**config.mk**
```make
export PLATFORM = sky130hd
export DESIGN_NAME = accum_axis_packer
export DESIGN_NICKNAME = d
export VERILOG_FILES = /design/src/rtl/accum_axis_pkg.sv /design/src/rtl/sync_fifo_fwft.sv /design/src/rtl/accum_axis_packer.sv
export SDC_FILE = /design/constraint.sdc
export NUM_CORES = 2
export LEC_CHECK = 0
export ABC_AREA = 1
export BUFFER_PORTS_ARGS = -buffer_cell sky130_fd_sc_hd__buf_2
export CAP_MARGIN = 10
export CORE_ASPECT_RATIO = 0.8
export CORE_MARGIN = 2
export CORE_UTILIZATION = 46
export DETAILED_ROUTE_END_ITERATION = 7
export SLEW_MARGIN = 20
export SYNTH_ARGS = -nofsm -noshare
export SYNTH_HDL_FRONTEND = slang
export SYNTH_SLANG_ARGS = --single-unit
```
**constraint.sdc**
```tcl
create_clock -name clk -period 13 [get_ports clk]
set_clock_uncertainty 0.1 [all_clocks]
set_input_delay 0 -clock clk [delete_from_list [all_inputs] [get_ports clk]]
set_output_delay 0 -clock clk [all_outputs]
set_load 0.02 [all_outputs]
```
**src/rtl/accum_axis_pkg.sv**
```systemverilog
// Shared widths, payload layout and helpers for the accumulator-to-AXIS packer.
package accum_axis_pkg;

  localparam int unsigned DATA_W = 48;
  localparam int unsigned SEQ_W  = 16;
  localparam int unsigned AXIS_W = DATA_W + SEQ_W;
  localparam int unsigned CNT_W  = 16;

  typedef logic [SEQ_W-1:0] seq_t;

  typedef struct packed {
    logic [SEQ_W-1:0]  seq;
    logic [DATA_W-1:0] data;
  } axis_word_t;

  // Saturating increment used by the drop counter.
  function automatic logic [CNT_W-1:0] sat_inc(input logic [CNT_W-1:0] v);
    return (&v) ? v : v + CNT_W'(1);
  endfunction

endpackage

```
**src/rtl/sync_fifo_fwft.sv**
```systemverilog
// Synchronous first-word-fall-through FIFO with a registered head word; accepts a
// write while full when a read happens in the same cycle.
module sync_fifo_fwft #(
  parameter int unsigned WIDTH = 64,
  parameter int unsigned DEPTH = 16
) (
  input  logic                     clk,
  input  logic                     rst,
  input  logic                     wr_en,
  input  logic [WIDTH-1:0]         wr_data,
  input  logic                     rd_en,
  output logic [WIDTH-1:0]         rd_data,
  output logic                     rd_valid,
  output logic [$clog2(DEPTH):0]   level,
  output logic                     full
);

  localparam int unsigned PTR_W = $clog2(DEPTH);
  localparam int unsigned LVL_W = PTR_W + 1;

  logic [WIDTH-1:0] r_mem [DEPTH];
  logic [PTR_W-1:0] r_wr_ptr;
  logic [PTR_W-1:0] r_rd_ptr;
  logic [LVL_W-1:0] r_level;
  logic             r_full;
  logic [WIDTH-1:0] r_rd_data;
  logic             r_rd_valid;

  logic             w_rd;
  logic             w_wr;
  logic [PTR_W-1:0] w_rd_ptr_nxt;
  logic [LVL_W-1:0] w_level_nxt;
  logic [WIDTH-1:0] w_head_nxt;

  assign w_rd         = rd_en && r_rd_valid;
  assign w_wr         = wr_en && (!r_full || w_rd);
  assign w_rd_ptr_nxt = w_rd ? r_rd_ptr + PTR_W'(1) : r_rd_ptr;
  assign w_level_nxt  = r_level + LVL_W'(w_wr) - LVL_W'(w_rd);
  // Incoming word bypasses storage when it becomes the new head.
  assign w_head_nxt   = (w_wr && (w_rd_ptr_nxt == r_wr_ptr)) ? wr_data : r_mem[w_rd_ptr_nxt];

  always_ff @(posedge clk) begin
    if (w_wr) begin
      r_mem[r_wr_ptr] <= wr_data;
    end
  end

  always_ff @(posedge clk) begin
    if (rst) begin
      r_wr_ptr   <= '0;
      r_rd_ptr   <= '0;
      r_level    <= '0;
      r_full     <= 1'b0;
      r_rd_data  <= '0;
      r_rd_valid <= 1'b0;
    end else begin
      if (w_wr) begin
        r_wr_ptr <= r_wr_ptr + PTR_W'(1);
      end
      r_rd_ptr   <= w_rd_ptr_nxt;
      r_level    <= w_level_nxt;
      r_full     <= (w_level_nxt == LVL_W'(DEPTH));
      r_rd_valid <= (w_level_nxt != '0);
      if (w_level_nxt != '0) begin
        r_rd_data <= w_head_nxt;
      end
    end
  end

  assign rd_data  = r_rd_data;
  assign rd_valid = r_rd_valid;
  assign level    = r_level;
  assign full     = r_full;

endmodule

```
**src/rtl/accum_axis_packer.sv**
```systemverilog
// Tags accumulator results with a sequence number, buffers them and emits a framed
// 64-bit AXI4-Stream; counts results lost to a full buffer.
module accum_axis_packer
  import accum_axis_pkg::*;
#(
  parameter int unsigned FIFO_DEPTH = 16,
  parameter int unsigned PKT_LEN    = 8
) (
  input  logic                          clk,
  input  logic                          rst,
  input  logic                          valid_in,
  input  logic [DATA_W-1:0]             data_in,
  input  logic                          clear,
  output logic [AXIS_W-1:0]             m_axis_tdata,
  output logic                          m_axis_tvalid,
  input  logic                          m_axis_tready,
  output logic                          m_axis_tlast,
  output logic                          overflow,
  output logic [CNT_W-1:0]              drop_count,
  output logic [$clog2(FIFO_DEPTH):0]   fifo_level
);

  localparam int unsigned BEAT_W = (PKT_LEN > 1) ? $clog2(PKT_LEN) : 1;
  localparam logic [BEAT_W-1:0] LAST_BEAT = BEAT_W'(PKT_LEN - 1);

  logic              w_pop;
  logic              w_full;
  logic              w_accept;
  logic              w_drop;
  axis_word_t        w_wr_word;
  logic [BEAT_W-1:0] w_beat_nxt;

  seq_t              r_seq;
  logic [BEAT_W-1:0] r_beat;
  logic              r_beat_last;
  logic              r_overflow;
  logic [CNT_W-1:0]  r_drop_count;

  assign w_pop      = m_axis_tvalid && m_axis_tready;
  assign w_accept   = valid_in && (!w_full || w_pop);
  assign w_drop     = valid_in && !w_accept;
  assign w_wr_word  = '{seq: r_seq, data: data_in};
  assign w_beat_nxt = r_beat_last ? '0 : r_beat + BEAT_W'(1);

  sync_fifo_fwft #(
    .WIDTH (AXIS_W),
    .DEPTH (FIFO_DEPTH)
  ) u_fifo (
    .clk      (clk),
    .rst      (rst),
    .wr_en    (w_accept),
    .wr_data  (w_wr_word),
    .rd_en    (m_axis_tready),
    .rd_data  (m_axis_tdata),
    .rd_valid (m_axis_tvalid),
    .level    (fifo_level),
    .full     (w_full)
  );

  // Sequence advances on every result, kept or dropped, so gaps expose losses.
  always_ff @(posedge clk) begin
    if (rst) begin
      r_seq <= '0;
    end else if (valid_in) begin
      r_seq <= r_seq + SEQ_W'(1);
    end
  end

  // Beat position within the current packet; last-beat flag kept as a flop.
  always_ff @(posedge clk) begin
    if (rst) begin
      r_beat      <= '0;
      r_beat_last <= (PKT_LEN == 1);
    end else if (w_pop) begin
      r_beat      <= w_beat_nxt;
      r_beat_last <= (w_beat_nxt == LAST_BEAT);
    end
  end

  // A drop in the same cycle as clear restarts the count at one.
  always_ff @(posedge clk) begin
    if (rst) begin
      r_overflow   <= 1'b0;
      r_drop_count <= '0;
    end else if (w_drop) begin
      r_overflow   <= 1'b1;
      r_drop_count <= clear ? CNT_W'(1) : sat_inc(r_drop_count);
    end else if (clear) begin
      r_overflow   <= 1'b0;
      r_drop_count <= '0;
    end
  end

  assign m_axis_tlast = r_beat_last && m_axis_tvalid;
  assign overflow     = r_overflow;
  assign drop_count   = r_drop_count;

endmodule
```
==> impl_metrics.tcl <==
set metrics [dict create \
    numCtsBuffers 112 \
    power_density_nw_per_um2 171 \
    hold_buffers 54 \
    clock_sinks 1140 \
    path_buf_inv 2 \
    tightestPinTransition_ps 1230 \
    gp_congestion 0.792 \
    postCtsSetupBuffers 0 \
    path_clk_slew_ps 60 \
    ant_nets 0 \
    cp_max_fo 45 \
    swShare_pct 30.3 \
    setup-violations-final 0 \
    ys_types 35 \
    start_kind "flop" \
    cp_cell_sequence "nand2_1 -> nand2_1 -> nand2_2 -> inv_1 -> ha_1 -> fa_1 -> xor2_1 -> nor3_1 -> nand3_1 -> nor2_4 -> buf_4 -> nand2_1 -> nand2_1" \
    crit_slowest_cell "buf_4" \
    wl_mm 137 \
    setup_slack_ps 8380 \
    reg2reg_setup_slack_ps 8380 \
    slew_headroom_pct 18.2 \
    crit_arrival_ps 5150 \
    wl_per_cell_microns 21.8 \
    hold_depth 2 \
    grt_setup_unrepaired "false" \
    p_comb_share_pct 19.6 \
    coreArea_sq_um 106000 \
    synth_area_leader_cell "edfxtp_1" \
    synth_area_sq_um 49200 \
    synth_top_area_share_pct 62.6 \
    syn2layout_area_growth_pct 12.4 \
    fin_crit_ps 4620 \
    seqPwrFrac_pct 45.3 \
    fp.dieW_microns 369 \
    avgSynthCellArea_sq_um 10.5 \
    hold_path_class "input port to flop" \
    num_rows 107 \
    viasPerCell 5.47 \
    path_common_cell "nand2_1" \
    cts_resized 0 \
    endpoint_kind "flop" \
    vias 34229 \
    root_buffer "clkbuf_16" \
    min_to "u_fifo.r_mem[14][37]" \
    grt-ovfl-total 0 \
    clock_latency_ps 710 \
    internal-power_mw 6.60 \
    io_pins 141 \
    status "finished clean" \
    crit_required_ps 13530 \
    cp_top_family "simple AND/OR/NAND/NOR gates" \
    place_hpwl_mm 64.9 \
    grt_pass1_vias 32606 \
    post-route-period-util_pct 35.6 \
    cts_buffer_depth 3 \
    io_buffer_count 140 \
    grt_pass1_wl_mm 206 \
    drive_above_1_share_pct 8.47 \
    yosysSeqAreaShare_pct 67.3 \
    finalNetCount 4812 \
    ys_seq_elements 1140 \
    synth_area_leaders "edfxtp_1 63%, nand3_1 11%, nand2_1 9.9%" \
    r2r_end "u_fifo.rd_data[34]" \
    clockPowerShare_pct 35.0 \
    r2r_cells 13 \
    rr_startpoint "u_fifo.rd_valid" \
    fmax_ghz 0.216 \
    hold_viol 0 \
    antenna_found_initial 5 \
    maxSlewViolCount 0 \
    synthCells 4676 \
    cts_tree "built" \
    antenna_cells 0 \
    first_iter_violations 3506 \
    globalRouteTotalUtil_pct 24.8 \
    vdd_drop_max_mv 0.108 \
    p_leak_nw 22.0 \
    route.detailed.drc 0 \
    dieArea_sq_um 110000 \
    synth_fp_nets 4743 \
    start_util_pct 46.3 \
    slowest_delay_ps 820 \
    grt_max_degree 210 \
    crit_type "flop to flop" \
    pre_cts_ws_ps 8460 \
    drv_cap 0 \
    p_sw_mw 2.87 \
    min_from "data_in[37]" \
    die_h_microns 296 \
    htreeDepth 3 \
    ys.warnings.count 0 \
    dr.pass1.iters 6 \
    setup_tns_ps 0 \
]
-- power groups by stage --
stage	registers [mW]	logic [mW]	clock network, mW
after CTS	4.29	1.86	3.36
after global routing	4.31	2.07	3.50
final	4.29	1.86	3.32
after floorplan	4.44	1.16	0
after detailed placement	4.37	1.84	0
after global placement	4.37	1.83	0
-- cell type report --
cell class	count	area (sq um)
Clock inverter	62	639
Inverter	444	1690
Tap cell	1417	1770
Sequential cell	1140	33100
Timing Repair Buffer	255	1810
Multi-Input combinational cell	2792	13100
Clock buffer	150	3130
Fill cell	9228	50900
-- sequential cells by signal, summed over array words and instances, names as in the netlist --
signal	cells
drop_count	16
overflow	1
r_beat	3
r_beat_last	1
r_seq	16
u_fifo.full	1
u_fifo.level	5
u_fifo.r_mem	1024
u_fifo.r_rd_ptr	4
u_fifo.r_wr_ptr	4
u_fifo.rd_data	64
u_fifo.rd_valid	1
-- metal layers --
layer	part of all wire [%]	GRT usage [%]	vias up	wire (microns)
li1	-	-	16066	-
met1	45	36.8	16616	62200
met2	44	38.5	1364	60300
met3	8.2	3.80	181	11200
met4	2.1	6.05	2	2910
met5	0.0095	0	-	13
-- synthesized netlist by cell type --
cell,n
ha_1,13
clkbuf_1,40
xor2_1,4
edfxtp_1,1024
nor4_1,2
a211oi_1,2
buf_1,16
dfxtp_1,116
nor2_1,63
a21oi_2,1
inv_2,2
o21ai_0,19
nand3_2,1
buf_6,2
o21a_1,2
xnor2_1,2
nand4_1,5
o22ai_1,2
nor3_1,15
nand3b_1,193
buf_2,232
nand3_1,1058
nand2_1,1297
nor2_4,1
o21ai_1,4
o21bai_1,2
buf_4,10
nor2_2,3
nand2_2,5
inv_1,442
fa_1,1
a21oi_1,94
o41ai_1,1
and3_1,1
nand2_4,1
-- stage by stage --
step                hold slack [ps]  util (%)  instances  power, mW  area (sq um)
floorplan                     -1.13         -       4676       5.60         49200
global placement                267      47.9       5989       6.20         50800
detailed placement              254      48.0       5993       6.21         50900
CTS                            96.5      52.0       6259       9.52         55200
global route                    142      52.0       6260       9.88         55300
finish                          129      52.0       6260       9.47         55300
-- cells in the final DEF, fill, tap and decap left out, drive strengths merged, types with 15 or more instances in the layout --
master,Yosys,layout
buf,260,201
dfxtp,116,116
inv,444,449
nand3,1059,1059
nand3b,193,193
edfxtp,1024,1024
nand2,1303,1303
o21ai,23,23
nor3,15,15
clkinv,0,41
clkbuf,40,150
dlygate4sd3,0,54
nor2,67,67
a21oi,95,95
-- logic make-up (layout without fill, tap and decap cells) --
group / count (synthesis) / count (layout) / synth area share [%]
and+or+nand+nor: 2645 / 2645 / 24.5
DFF: 1140 / 1140 / 67.3
buffers and inverters: 744 / 911 / 6.38
AOI/OAI and AO/OA: 127 / 127 / 1.34
adders and majority gates: 14 / 14 / 0.372
xor gates and xnor gates: 6 / 6 / 0.107
-- worst max path at each step --
| stage | start | endpoint | slack [ps] | depth (start not counted) |
|---|---|---|---|---|
| after CTS | u_fifo.rd_valid | u_fifo.rd_data[36] | 8410 | 13 |
| after global routing | u_fifo.rd_valid | u_fifo.rd_data[46] | 8110 | 13 |
| after floorplan | u_fifo.rd_valid | u_fifo.r_mem[0][0] | 8580 | 7 |
| after detailed placement | u_fifo.rd_valid | u_fifo.rd_data[36] | 8460 | 13 |
| after global placement | u_fifo.rd_valid | u_fifo.rd_data[16] | 8500 | 12 |
| final | u_fifo.rd_valid | u_fifo.rd_data[34] | 8380 | 13 |
(Power assumes the default switching activity.)
